===== src/rtl/histogram_sram_hakem.sv =====
// Phase sequencer and single-port arbiter for the shared histogram SRAM (HB, HE, host readout).
// Define HISTOGRAM_TEMIZLE_EN to build the pre-frame SRAM clear phase (TEMIZLE).
module histogram_sram_hakem #(
   parameter int PIXEL_BIT = 8,
   parameter int VERI_BIT  = 17
) (
   input  logic                 clk_i,
   input  logic                 rst_i,
   input  logic                 etkin_i,
   input  logic                 stal_i,
   input  logic                 hb_bitti_i,
   input  logic                 he_bitti_i,
   input  logic                 hb_wr_i,
   input  logic                 hb_rd_i,
   input  logic [PIXEL_BIT-1:0] hb_waddr_i,
   input  logic [PIXEL_BIT-1:0] hb_raddr_i,
   input  logic [VERI_BIT-1:0]  hb_wdata_i,
   input  logic                 he_wr_i,
   input  logic                 he_rd_i,
   input  logic [PIXEL_BIT-1:0] he_waddr_i,
   input  logic [PIXEL_BIT-1:0] he_raddr_i,
   input  logic [VERI_BIT-1:0]  he_wdata_i,
   input  logic                 host_req_i,
   input  logic [PIXEL_BIT-1:0] host_raddr_i,
   output logic                 host_gnt_o,
   output logic                 wr_en_s_o,
   output logic [PIXEL_BIT-1:0] addr_w_s_o,
   output logic [VERI_BIT-1:0]  data_in_s_o,
   output logic                 rd_en_s_o,
   output logic [PIXEL_BIT-1:0] addr_r_s_o,
   input  logic [VERI_BIT-1:0]  data_out_s_i,
   output logic [VERI_BIT-1:0]  rd_veri_o,
   output logic                 hb_rvalid_o,
   output logic                 he_rvalid_o,
   output logic                 host_rvalid_o,
   output logic [2:0]           faz_o,
   output logic                 hazir_o
);

   typedef enum logic [2:0] {BEKLE = 3'd0, TEMIZLE = 3'd1, HB = 3'd2, HE = 3'd3} faz_t;
   typedef enum logic [1:0] {TAG_YOK = 2'd0, TAG_HB = 2'd1, TAG_HE = 2'd2, TAG_HOST = 2'd3} tag_t;

   typedef struct packed {
      logic                 wr_en;
      logic [PIXEL_BIT-1:0] addr_w;
      logic [VERI_BIT-1:0]  data_in;
      logic                 rd_en;
      logic [PIXEL_BIT-1:0] addr_r;
   } cmd_t;

   localparam cmd_t CMD_IDLE = {1'b1, {PIXEL_BIT{1'b0}}, {VERI_BIT{1'b0}}, 1'b1, {PIXEL_BIT{1'b0}}};

   faz_t faz_q, faz_d;
   tag_t tag_q, tag_d;
   cmd_t cmd_q, cmd_d, cmd_s;
   logic hazir_q, hazir_d;
   logic host_gnt;
`ifdef HISTOGRAM_TEMIZLE_EN
   logic [PIXEL_BIT-1:0] cnt_q, cnt_d;
`endif

   always_comb begin
      // NOTE: every signal written here gets a default first, so no path can infer a latch.
      faz_d    = faz_q;
      tag_d    = TAG_YOK;
      cmd_d    = CMD_IDLE;
      hazir_d  = 1'b0;
      host_gnt = 1'b0;
`ifdef HISTOGRAM_TEMIZLE_EN
      cnt_d    = cnt_q;
`endif
      case (faz_q)
         BEKLE: begin
            host_gnt = host_req_i;
            if (host_req_i) begin
               cmd_d.rd_en  = 1'b0;
               cmd_d.addr_r = host_raddr_i;
               tag_d        = TAG_HOST;
            end
`ifdef HISTOGRAM_TEMIZLE_EN
            if (etkin_i) faz_d = TEMIZLE;
`else
            if (etkin_i) faz_d = HB;
`endif
         end
`ifdef HISTOGRAM_TEMIZLE_EN
         TEMIZLE: begin
            cmd_d.wr_en  = 1'b0;
            cmd_d.addr_w = cnt_q;
            cnt_d        = cnt_q + 1'b1;
            if (cnt_q == '1) faz_d = HB;
         end
`endif
         HB: begin
            if (hb_wr_i) begin
               cmd_d.wr_en   = 1'b0;
               cmd_d.addr_w  = hb_waddr_i;
               cmd_d.data_in = hb_wdata_i;
            end
            if (hb_rd_i) begin
               cmd_d.rd_en  = 1'b0;
               cmd_d.addr_r = hb_raddr_i;
               tag_d        = TAG_HB;
            end
            if (hb_bitti_i) faz_d = HE;
         end
         HE: begin
            if (he_wr_i) begin
               cmd_d.wr_en   = 1'b0;
               cmd_d.addr_w  = he_waddr_i;
               cmd_d.data_in = he_wdata_i;
            end
            if (he_rd_i) begin
               cmd_d.rd_en  = 1'b0;
               cmd_d.addr_r = he_raddr_i;
               tag_d        = TAG_HE;
            end
            if (he_bitti_i) begin
               faz_d   = BEKLE;
               hazir_d = 1'b1;
            end
         end
         default: faz_d = BEKLE;
      endcase
   end

   always_ff @(posedge clk_i) begin
      // NOTE: state is updated with non-blocking assignments only, so every register samples pre-edge values.
      if (rst_i) begin
         faz_q   <= BEKLE;
         tag_q   <= TAG_YOK;
         cmd_q   <= CMD_IDLE;
         hazir_q <= 1'b0;
`ifdef HISTOGRAM_TEMIZLE_EN
         cnt_q   <= '0;
`endif
      end else if (!stal_i) begin
         faz_q   <= faz_d;
         tag_q   <= tag_d;
         cmd_q   <= cmd_d;
         hazir_q <= hazir_d;
`ifdef HISTOGRAM_TEMIZLE_EN
         cnt_q   <= cnt_d;
`endif
      end
   end

   // While stalled the SRAM sees the last command that was actually issued.
   assign cmd_s         = stal_i ? cmd_q : cmd_d;
   assign wr_en_s_o     = cmd_s.wr_en;
   assign addr_w_s_o    = cmd_s.addr_w;
   assign data_in_s_o   = cmd_s.data_in;
   assign rd_en_s_o     = cmd_s.rd_en;
   assign addr_r_s_o    = cmd_s.addr_r;

   assign host_gnt_o    = host_gnt & ~stal_i;
   assign rd_veri_o     = data_out_s_i;
   assign hb_rvalid_o   = (tag_q == TAG_HB);
   assign he_rvalid_o   = (tag_q == TAG_HE);
   assign host_rvalid_o = (tag_q == TAG_HOST);
   assign faz_o         = faz_q;
   assign hazir_o       = hazir_q;

endmodule


===== config.mk =====
export PLATFORM = sky130hd
export DESIGN_NAME = histogram_sram_hakem
export DESIGN_NICKNAME = d
export VERILOG_FILES = /design/src/rtl/histogram_sram_hakem.sv
export SDC_FILE = /design/constraint.sdc
export NUM_CORES = 1
export LEC_CHECK = 0
export ABC_AREA = 1
export CELL_PAD_IN_SITES_DETAIL_PLACEMENT = 1
export CELL_PAD_IN_SITES_GLOBAL_PLACEMENT = 2
export CORE_UTILIZATION = 16
export DETAILED_ROUTE_END_ITERATION = 10
export GPL_TIMING_DRIVEN = 0
export PLACE_DENSITY_LB_ADDON = 0.25
export REMOVE_ABC_BUFFERS = 1
export SLEW_MARGIN = 15
export SYNTH_ARGS = -nofsm -noshare
export SYNTH_HDL_FRONTEND = slang
export SYNTH_SLANG_ARGS = --single-unit

===== constraint.sdc =====
create_clock -name clk_i -period 1.2 [get_ports clk_i]
set_input_delay 0.24 -clock clk_i [delete_from_list [all_inputs] [get_ports clk_i]]
set_output_delay 0.24 -clock clk_i [all_outputs]
set_load 0.05 [all_outputs]

Word-level counts from Yosys, hierarchy flattened
Cells that the tools add are included.
{"block": "totals", "rom_bits": 0, "in_bits": 102, "out_inout_bits": 60, "latchBits": 0, "reg_bits": 41, "mem_bits_rw": 0, "mem_count": 0, "wordCells": 39}
{"block": "classes", "shifts": 0, "mul": 0, "div": 0, "n_addsub": 0, "n_reduce_logical": 2, "muxes": 19, "eq_ne": 8, "magnitude_cmp": 0, "bitwise": 2}
{"cell": "$mux W26", "count": 2}
{"cell": "$pmux W26 S2", "count": 1}
{"cell": "$mux W35", "count": 1}
{"cell": "$mux W9", "count": 3}
{"cell": "$pmux W9 S3", "count": 1}
{"cell": "$mux W3", "count": 3}
{"cell": "$pmux W3 S3", "count": 1}
{"cell": "$eq A3 B2 Y1 const B", "count": 2}
{"cell": "$ne A2 B2 Y1 const B", "count": 3}
{"cell": "$pmux W2 S3", "count": 1}
{"cell": "$eq A2 B2 Y1 const B", "count": 2}
{"cell": "$mux W1", "count": 4}
{"cell": "$mux W2", "count": 2}
{"cell": "$reduce_and A4 Y1", "count": 1}
{"cell": "$logic_not A3 Y1", "count": 1}
{"cell": "$eq A2 B1 Y1 const B", "count": 1}
{"cell": "$and A1 B1 Y1", "count": 1}
{"cell": "$not A1 Y1", "count": 1}

Depth between registers and ports, before layout
Gate-level depths: netlist of run 1.
{"block": "depth", "ltp_word": 3, "ltp_mapped": 9, "ltp_nobuf": 7}

Least setup slack after synthesis of run 1
No wires, ideal clock.
{"block": "synth_timing", "path_type": "reg2reg", "startpoint": "register faz_q[0], in the netlist faz_o[0]", "endpoint": "register cmd_q[34] (netlist name)", "required_ns": 1.081, "n_path_buf": 1, "arrival_time_ns": 1.903, "setup_slack_ns": -0.822, "path_stages_with_launch": 9, "setup_ns": 0.119, "synth_period_minus_slack_ns": 2.022, "path_cell_list": "dfxtp_1 -> buf_6 -> nand2_8 -> nor2_8 -> inv_1 -> nand3_1 -> o21ai_0 -> inv_1 -> nand2_1"}
{"block": "synth_via", "elab_chain_cells": 3, "elab_cells_between_ends": 4, "cone_classes": "eq/ne: 2; mux: 2"}
{"element": "start, declared", "line_no": "53", "rtl": "faz_t faz_q, faz_d;"}
{"element": "start signal, assigned", "line_no": "138", "rtl": "faz_q <= faz_d;"}
{"element": "$eq A3 B2 Y1", "line_no": "72", "rtl": "case (faz_q)"}
{"element": "$pmux W26 S2 (*)", "line_no": "72"}
{"element": "$mux W35 (*)"}
{"element": "via wr_en_s_o", "line_no": "26", "rtl": "output logic wr_en_s_o,"}
{"element": "end signal, assigned", "line_no": "140", "rtl": "cmd_q <= cmd_d;"}
{"element": "end, declared", "line_no": "55", "rtl": "cmd_t cmd_q, cmd_d, cmd_s;"}
Mark *: on every way through the listed nets, which the timed path passes. The rest lies on a longest branch.
A chain may end at the register's enable or synchronous reset.

Worst setup path after layout of run 1
{"block": "layout_timing", "startpoint": "register faz_q[0], in the netlist faz_o[0]", "endpoint": "output data_in_s_o[13]"}
{"block": "layout_via", "elab_chain_cells": 3, "elab_cells_between_ends": 4, "cone_classes": "eq/ne: 2; mux: 2"}
{"element": "$eq A3 B2 Y1", "line_no": "72"}
{"element": "$pmux W26 S2 (*)", "line_no": "72"}
{"element": "$mux W35 (*)"}
{"element": "end, declared", "line_no": "28", "rtl": "output logic [VERI_BIT-1:0] data_in_s_o,"}
Mark *: on every way between the ends. The rest lies on a longest branch, timed or not.

==> impl_metrics.env, run 1 <==
export IMPL_p_total_mw=4.92
export IMPL_cts_inserted_buffers=5
export IMPL_wire_per_inst_um=14.5
export IMPL_core_sq_um=16100
export IMPL_placed_cell_area_sq_um=3920
export IMPL_ys_seq_area_frac=0.299
export IMPL_synth_top_family_by_area="simple AND/OR/NAND/NOR gates"
export IMPL_syn_area_sq_um=2680
export IMPL_num_nets_final=697
export IMPL_dp_cells=740
export IMPL_cts_root_buf="clkbuf_16"
export IMPL_cp_data_arrival_time_ps=1570
export IMPL_first_pass_iters=4
export IMPL_fin_ws_ps=-610
export IMPL_setup_worst_path_start_class="register"
export IMPL_rr_worst_depth=13
export IMPL_num_rows=46
export IMPL_fin_area_sq_um=5350
export IMPL_grt_usage=0.132
export IMPL_initial_core_util=0.166
export IMPL_dr_total_vias=3230
export IMPL_grt_max_degree=28
export IMPL_grt_ovfl_total=0
export IMPL_antenna_found_initial=0
export IMPL_grt_pass1_wl_um=18000
export IMPL_hold_path_class="in -> reg"
export IMPL_crit_path_start="faz_o[0]"
export IMPL_routed_wl_um=11700
export IMPL_synth_cell_types=26
export IMPL_status="complete, but fails checks"
export IMPL_io_buffers=126
export IMPL_rsz0062_at_grt="true"
export IMPL_ant_nets=0
export IMPL_worst_slew_pin_slew_ps=539
export IMPL_synthXorXnorAreaFrac=0
export IMPL_insertion_delay_ps=280
export IMPL_r2r_start="faz_o[0]"
export IMPL_drive_above_1_share=0.488
export IMPL_drt_iter0_markers=81
export IMPL_synthAdderAreaFrac=0
export IMPL_critPathMaxFanout=5
export IMPL_die_h_um=131
export IMPL_areaGrowthSynthToFinish_pct=99.4
export IMPL_cts_tree="built"
export IMPL_timing_final_crit_period_ps=1810
export IMPL_setup_viol=66
export IMPL_yosysWarnings=0
export IMPL_finalHoldViolations=0
export IMPL_dieArea_sq_um=17300
export IMPL_relSlewSlack=0.640
export IMPL_netlist_instances=439
export IMPL_hold_worst_slack_ps=420
export IMPL_avgSynthCellArea_sq_um=6.10
export IMPL_violations="negative setup slack"
export IMPL_ioPinCount=162
export IMPL_finalCritPeriodShare=1.51
export IMPL_fillers=1928
export IMPL_required_ps=960
export IMPL_synthArstFlopShare=0
export IMPL_synth_flop_cell="dfxtp_1"
export IMPL_power_density_nw_per_um2=920
export IMPL_cap_violations=0
export IMPL_crit_type="reg -> out"
export IMPL_ff2ff_setup_slack_ps=-570
export IMPL_clock_skew_ps=2.79
export IMPL_yosys_area_share_simple=0.428
export IMPL_clock_sink_count=40
export IMPL_grt_pass1_vias=3391
export IMPL_gp_congestion=0.737
export IMPL_cts_htree_levels=2
export IMPL_synth_compound_area_share=0.0705
export IMPL_via_per_inst=3.98
export IMPL_postSynthRegisterBits=40
export IMPL_report_final_slew_viol_count=0
export IMPL_ir_drop_v=0.000490
export IMPL_clk_pin_slew_ps=60
export IMPL_synth_mux_area_frac=0
export IMPL_synth_edf_count=0
export IMPL_cts_buffer_depth=2
export IMPL_diodes=0
export IMPL_holdBufCountCts=0
export IMPL_r2r_end="cmd_q[17]"
export IMPL_p_leak_nw=2.62
export IMPL_critPathCaptureType="output pin"
export IMPL_crit_end="data_in_s_o[13]"
export IMPL_timing_fmax_mhz=552
export IMPL_drc=0
export IMPL_hpwlAfterDp_um=6800
export IMPL_die_w_um=131
export IMPL_stdcell_count=812
## what timing repair did
| action | in CTS | in global routing |
|---|---|---|
| setup endpoints to repair | 82 | 78 |
| cloned | 4 | 1 |
| setup buffers | 43 | 18 |
| resized for setup | 350 | 183 |
| pin swaps | 21 | 48 |
## worst min-delay path by stage
stage                     startpoint         to  slack [ps]  cells after the start
after global placement      cmd_q[4]   cmd_q[4]         460                      2
final                          rst_i   cmd_q[9]         420                      2
after CTS                      rst_i   cmd_q[9]         420                      2
after global routing           rst_i   cmd_q[9]         430                      2
after floorplan                rst_i  cmd_q[15]         300                      1
after detailed placement    cmd_q[5]   cmd_q[5]         470                      2
## cell families after synthesis
kind of cell	Yosys count
AOI/OAI and AO/OA	31
buffers and inverters	102
DFF	40
other	1
and+or+nand+nor	265
## cell usage after synthesis, types with 2 or more instances
cell	count	area (sq um)
nand2_2	7	43.8
a21oi_1	16	80.1
nor2_1	25	93.8
buf_8	2	30.0
buf_2	7	35.0
nor2_4	2	22.5
buf_4	21	158
or2_2	13	81.3
o21ai_0	5	25.0
inv_2	3	11.3
dfxtp_1	40	801
nand2_1	177	664
a21oi_2	8	70.1
inv_1	56	210
clkbuf_1	4	15.0
nand3_1	38	190
buf_6	6	67.6
## cells in the final DEF (no fill, tap or decap)
cell / count
nand2_2: 80
nand2_4: 10
buf_2: 4
nor2_2: 3
dlygate4sd2_1: 4
buf_12: 5
dfxtp_1: 36
clkbuf_8: 1
clkbuf_16: 6
o21ai_0: 1
nor2_8: 1
o21ai_2: 2
a21oi_1: 4
or2_2: 13
nand3_2: 20
clkbuf_1: 2
buf_8: 28
a21oi_2: 20
nor2_4: 7
nand2_8: 1
o211ai_1: 1
nand3_1: 17
o22ai_2: 1
inv_12: 1
inv_4: 2
clkdlybuf4s50_1: 77
buf_16: 1
nand2_1: 95
nor2_1: 19
inv_1: 46
conb_1: 1
inv_2: 9
clkinv_2: 1
inv_6: 2
nand3_4: 1
o21ai_1: 2
buf_4: 33
buf_6: 35
dfxtp_4: 4
## metal layers
metal	global-route usage	wire length [um]	up-vias
met4	0.0213	32	0
li1	-	-	1609
met2	0.232	5940	96
met1	0.158	5100	1519
met3	0.0390	669	6
met5	0	0	-
## worst max-delay path, cell delays in order, from the launching register on
cell	delay [ps]
dfxtp_4	390
buf_6	150
nor2_4	140
buf_6	150
nand3_2	70
nand2_2	100
nand2_2	60
nand2_2	80
buf_8	140
## cell type report
| class | count | area, sq um | share of cell area |
|---|---|---|---|
| flip-flops and latches | 40 | 816 | 0.153 |
| well taps | 216 | 270 | 0.0506 |
| multi-input cells | 299 | 1810 | 0.339 |
| inverters | 60 | 249 | 0.0466 |
| repair buffers | 188 | 2040 | 0.382 |
| clock buffers | 8 | 146 | 0.0274 |
| repair inverters | 1 | 8.76 | 0.00164 |
## state kept, by name (all words and copies together), names as in the netlist
name / count
cmd_q: 35
faz_o: 2
hazir_o: 1
tag_q: 2
## report_power, final
part	leakage (nW)	internal, mW	switching, mW
Clock	0.0712	0.831	0.548
Sequential	0.330	1.40	0.0501
Combinational	2.22	0.976	1.11
## through the flow
| step | TNS [ps] | utilization | setup WS, ps |
|---|---|---|---|
| after floorplan | -50270 | - | -1120 |
| after global placement | -160840 | 0.242 | -2740 |
| after detailed placement | -164700 | 0.243 | -2790 |
| after CTS | -25220 | 0.289 | -630 |
| after global routing | -31480 | 0.332 | -730 |
| final | -24890 | 0.332 | -610 |
Power figures use the tool's default switching activity.
==> run 2, diff against run 1 <==
--- a/config.mk
+++ b/config.mk
@@ -11,6 +11,7 @@
 export CORE_UTILIZATION = 16
 export DETAILED_ROUTE_END_ITERATION = 10
 export GPL_TIMING_DRIVEN = 0
+export HOLD_SLACK_MARGIN = 0.1
 export PLACE_DENSITY_LB_ADDON = 0.25
 export REMOVE_ABC_BUFFERS = 1
 export SLEW_MARGIN = 15
==> results of run 2 <==
Final layout, timing and power as in run 1 (identical DEF).
==> run 3, diff against run 2 <==
--- a/config.mk
+++ b/config.mk
@@ -8,6 +8,7 @@
 export ABC_AREA = 1
 export CELL_PAD_IN_SITES_DETAIL_PLACEMENT = 1
 export CELL_PAD_IN_SITES_GLOBAL_PLACEMENT = 2
+export CORE_ASPECT_RATIO = 2
 export CORE_UTILIZATION = 16
 export DETAILED_ROUTE_END_ITERATION = 10
 export GPL_TIMING_DRIVEN = 0
==> impl_metrics.env, run 3 (synthesis gave the netlist of run 1 again) <==
export IMPL_status="complete, but fails checks"
export IMPL_violations="negative setup slack"
export IMPL_intPower_mw=3.07
export IMPL_power_density_nw_per_um2=981
export IMPL_core_sq_um=16400
export IMPL_gp_congestion=0.732
export IMPL_clock_skew_ps=4.40
export IMPL_p_total_mw=4.69
export IMPL_hold_path_class="in -> reg"
export IMPL_wl_met2_um=7090
export IMPL_grt_pass1_wl_um=17500
export IMPL_timing_fmax_mhz=537
export IMPL_grt_max_degree=55
export IMPL_finalCritPeriodShare=1.55
export IMPL_ant_nets=0
export IMPL_mostFrequentLayoutCell="nand2_1"
export IMPL_drc=0
export IMPL_drt_iter0_markers=26
export IMPL_num_nets_final=681
export IMPL_setup_viol=74
export IMPL_drive_above_1_share=0.331
export IMPL_required_ps=960
export IMPL_ir_drop_v=0.000606
export IMPL_cts_htree_levels=2
export IMPL_initial_core_util=0.164
export IMPL_via_per_inst=4.04
export IMPL_wl_met1_um=3800
export IMPL_die_w_um=93.5
export IMPL_timing_final_crit_period_ps=1860
export IMPL_swShare=0.346
export IMPL_largest_reg_flops=35
export IMPL_diodes=0
export IMPL_p_leak_nw=2.36
export IMPL_die_h_um=185
export IMPL_dr_total_vias=3167
export IMPL_insertion_delay_ps=290
export IMPL_hold_worst_slack_ps=338
export IMPL_switching_power_mw=1.62
export IMPL_report_final_slew_viol_count=0
export IMPL_antenna_found_initial=0
export IMPL_cts_inserted_buffers=5
export IMPL_critPathCaptureType="output pin"
export IMPL_p_seq_frac=0.308
export IMPL_clock_power_share=0.298
export IMPL_num_rows=66
export IMPL_routed_wl_um=11800
export IMPL_finalHoldViolations=0
export IMPL_grt_pass1_vias=3369
export IMPL_wl_met3_um=641
export IMPL_cts_tree="built"
export IMPL_finalSetupTns_ps=-26400
export IMPL_layout_common_cells="nand2_1 (150), clkdlybuf4s50_1 (77), inv_1 (51)"
export IMPL_cts_buffer_depth=2
export IMPL_crit_type="reg -> out"
export IMPL_areaGrowthSynthToFinish_pct=78.3
export IMPL_dieArea_sq_um=17300
export IMPL_cts_root_buf="clkbuf_16"
export IMPL_fillers=2013
export IMPL_grt_usage=0.137
export IMPL_first_pass_iters=4
export IMPL_ioPinCount=162
export IMPL_clk_pin_slew_ps=60
export IMPL_highest_layer="met4"
export IMPL_pre_cts_slack_ps=-1950
export IMPL_io_buffers=126
export IMPL_clock_sink_count=40
export IMPL_hpwlAfterDp_um=7710
export IMPL_largest_register="cmd_q"
export IMPL_rsz0062_at_grt="true"
export IMPL_power_frac_comb=0.394
export IMPL_wire_per_inst_um=15.0
export IMPL_setup_worst_path_start_class="register"
export IMPL_grt_ovfl_total=0
export IMPL_cap_violations=0
export IMPL_critPathMaxFanout=6
export IMPL_fin_ws_ps=-662
export IMPL_cp_data_arrival_time_ps=1620
## run 3: routing by layer
metal | track usage | up-vias
met5 | 0 | -
met4 | 0.0449 | 0
met3 | 0.0263 | 11
met2 | 0.291 | 102
met1 | 0.121 | 1482
li1 | - | 1572
## run 3: worst max-delay path, cell delays in order, from the launching register on
cell and delay, ps:
dfxtp_4 410, buf_12 130, nand2_8 50, nor2_4 150
clkbuf_16 180, nand2_1 50, nand3_1 60, nand2_1 70
inv_1 70, buf_6 150
## run 3: final timing paths
kind                          to      start  slack (ps)  cells past startpoint
hold reg to reg        cmd_q[11]  cmd_q[11]         470                      2
hold / removal          cmd_q[5]     stal_i         340                      3
setup / recovery  data_in_s_o[8]   faz_o[1]        -660                      9
setup reg to reg       cmd_q[17]   faz_o[1]        -640                     13
## run 3: what timing repair did
| item | in CTS | in global routing |
|---|---|---|
| pin swaps | 15 | 17 |
| setup buffers | 43 | 2 |
| gates resized for setup | 344 | 42 |
| cloned | 4 | 1 |
| hold buffers | 0 | 0 |
| endpoints found under the setup margin | 82 | 80 |
## run 3: area by class of cell
cell class	count	area, sq um	area share
clock buffers	6	139	0.0291
clock inverters	2	10.0	0.00209
inverters	60	238	0.0498
multi-input cells	300	1520	0.318
flip-flops and latches	40	813	0.170
well taps	204	255	0.0534
repair buffers	172	1800	0.377
## run 3: stage by stage
stage	cell area [sq um]	utilization	instances
floorplan	2370	-	397
global placement	3880	0.237	727
detailed placement	3890	0.238	728
CTS	4660	0.285	783
global route	4780	0.292	784
finish	4780	0.292	784
## run 3: power by group through the flow
stage	clock (mW)	combinational, mW	sequential (mW)
floorplan	0	0.723	1.50
global placement	0	1.43	1.47
detailed placement	0	1.44	1.48
CTS	1.47	1.81	1.44
global route	1.50	1.98	1.45
finish	1.40	1.85	1.44
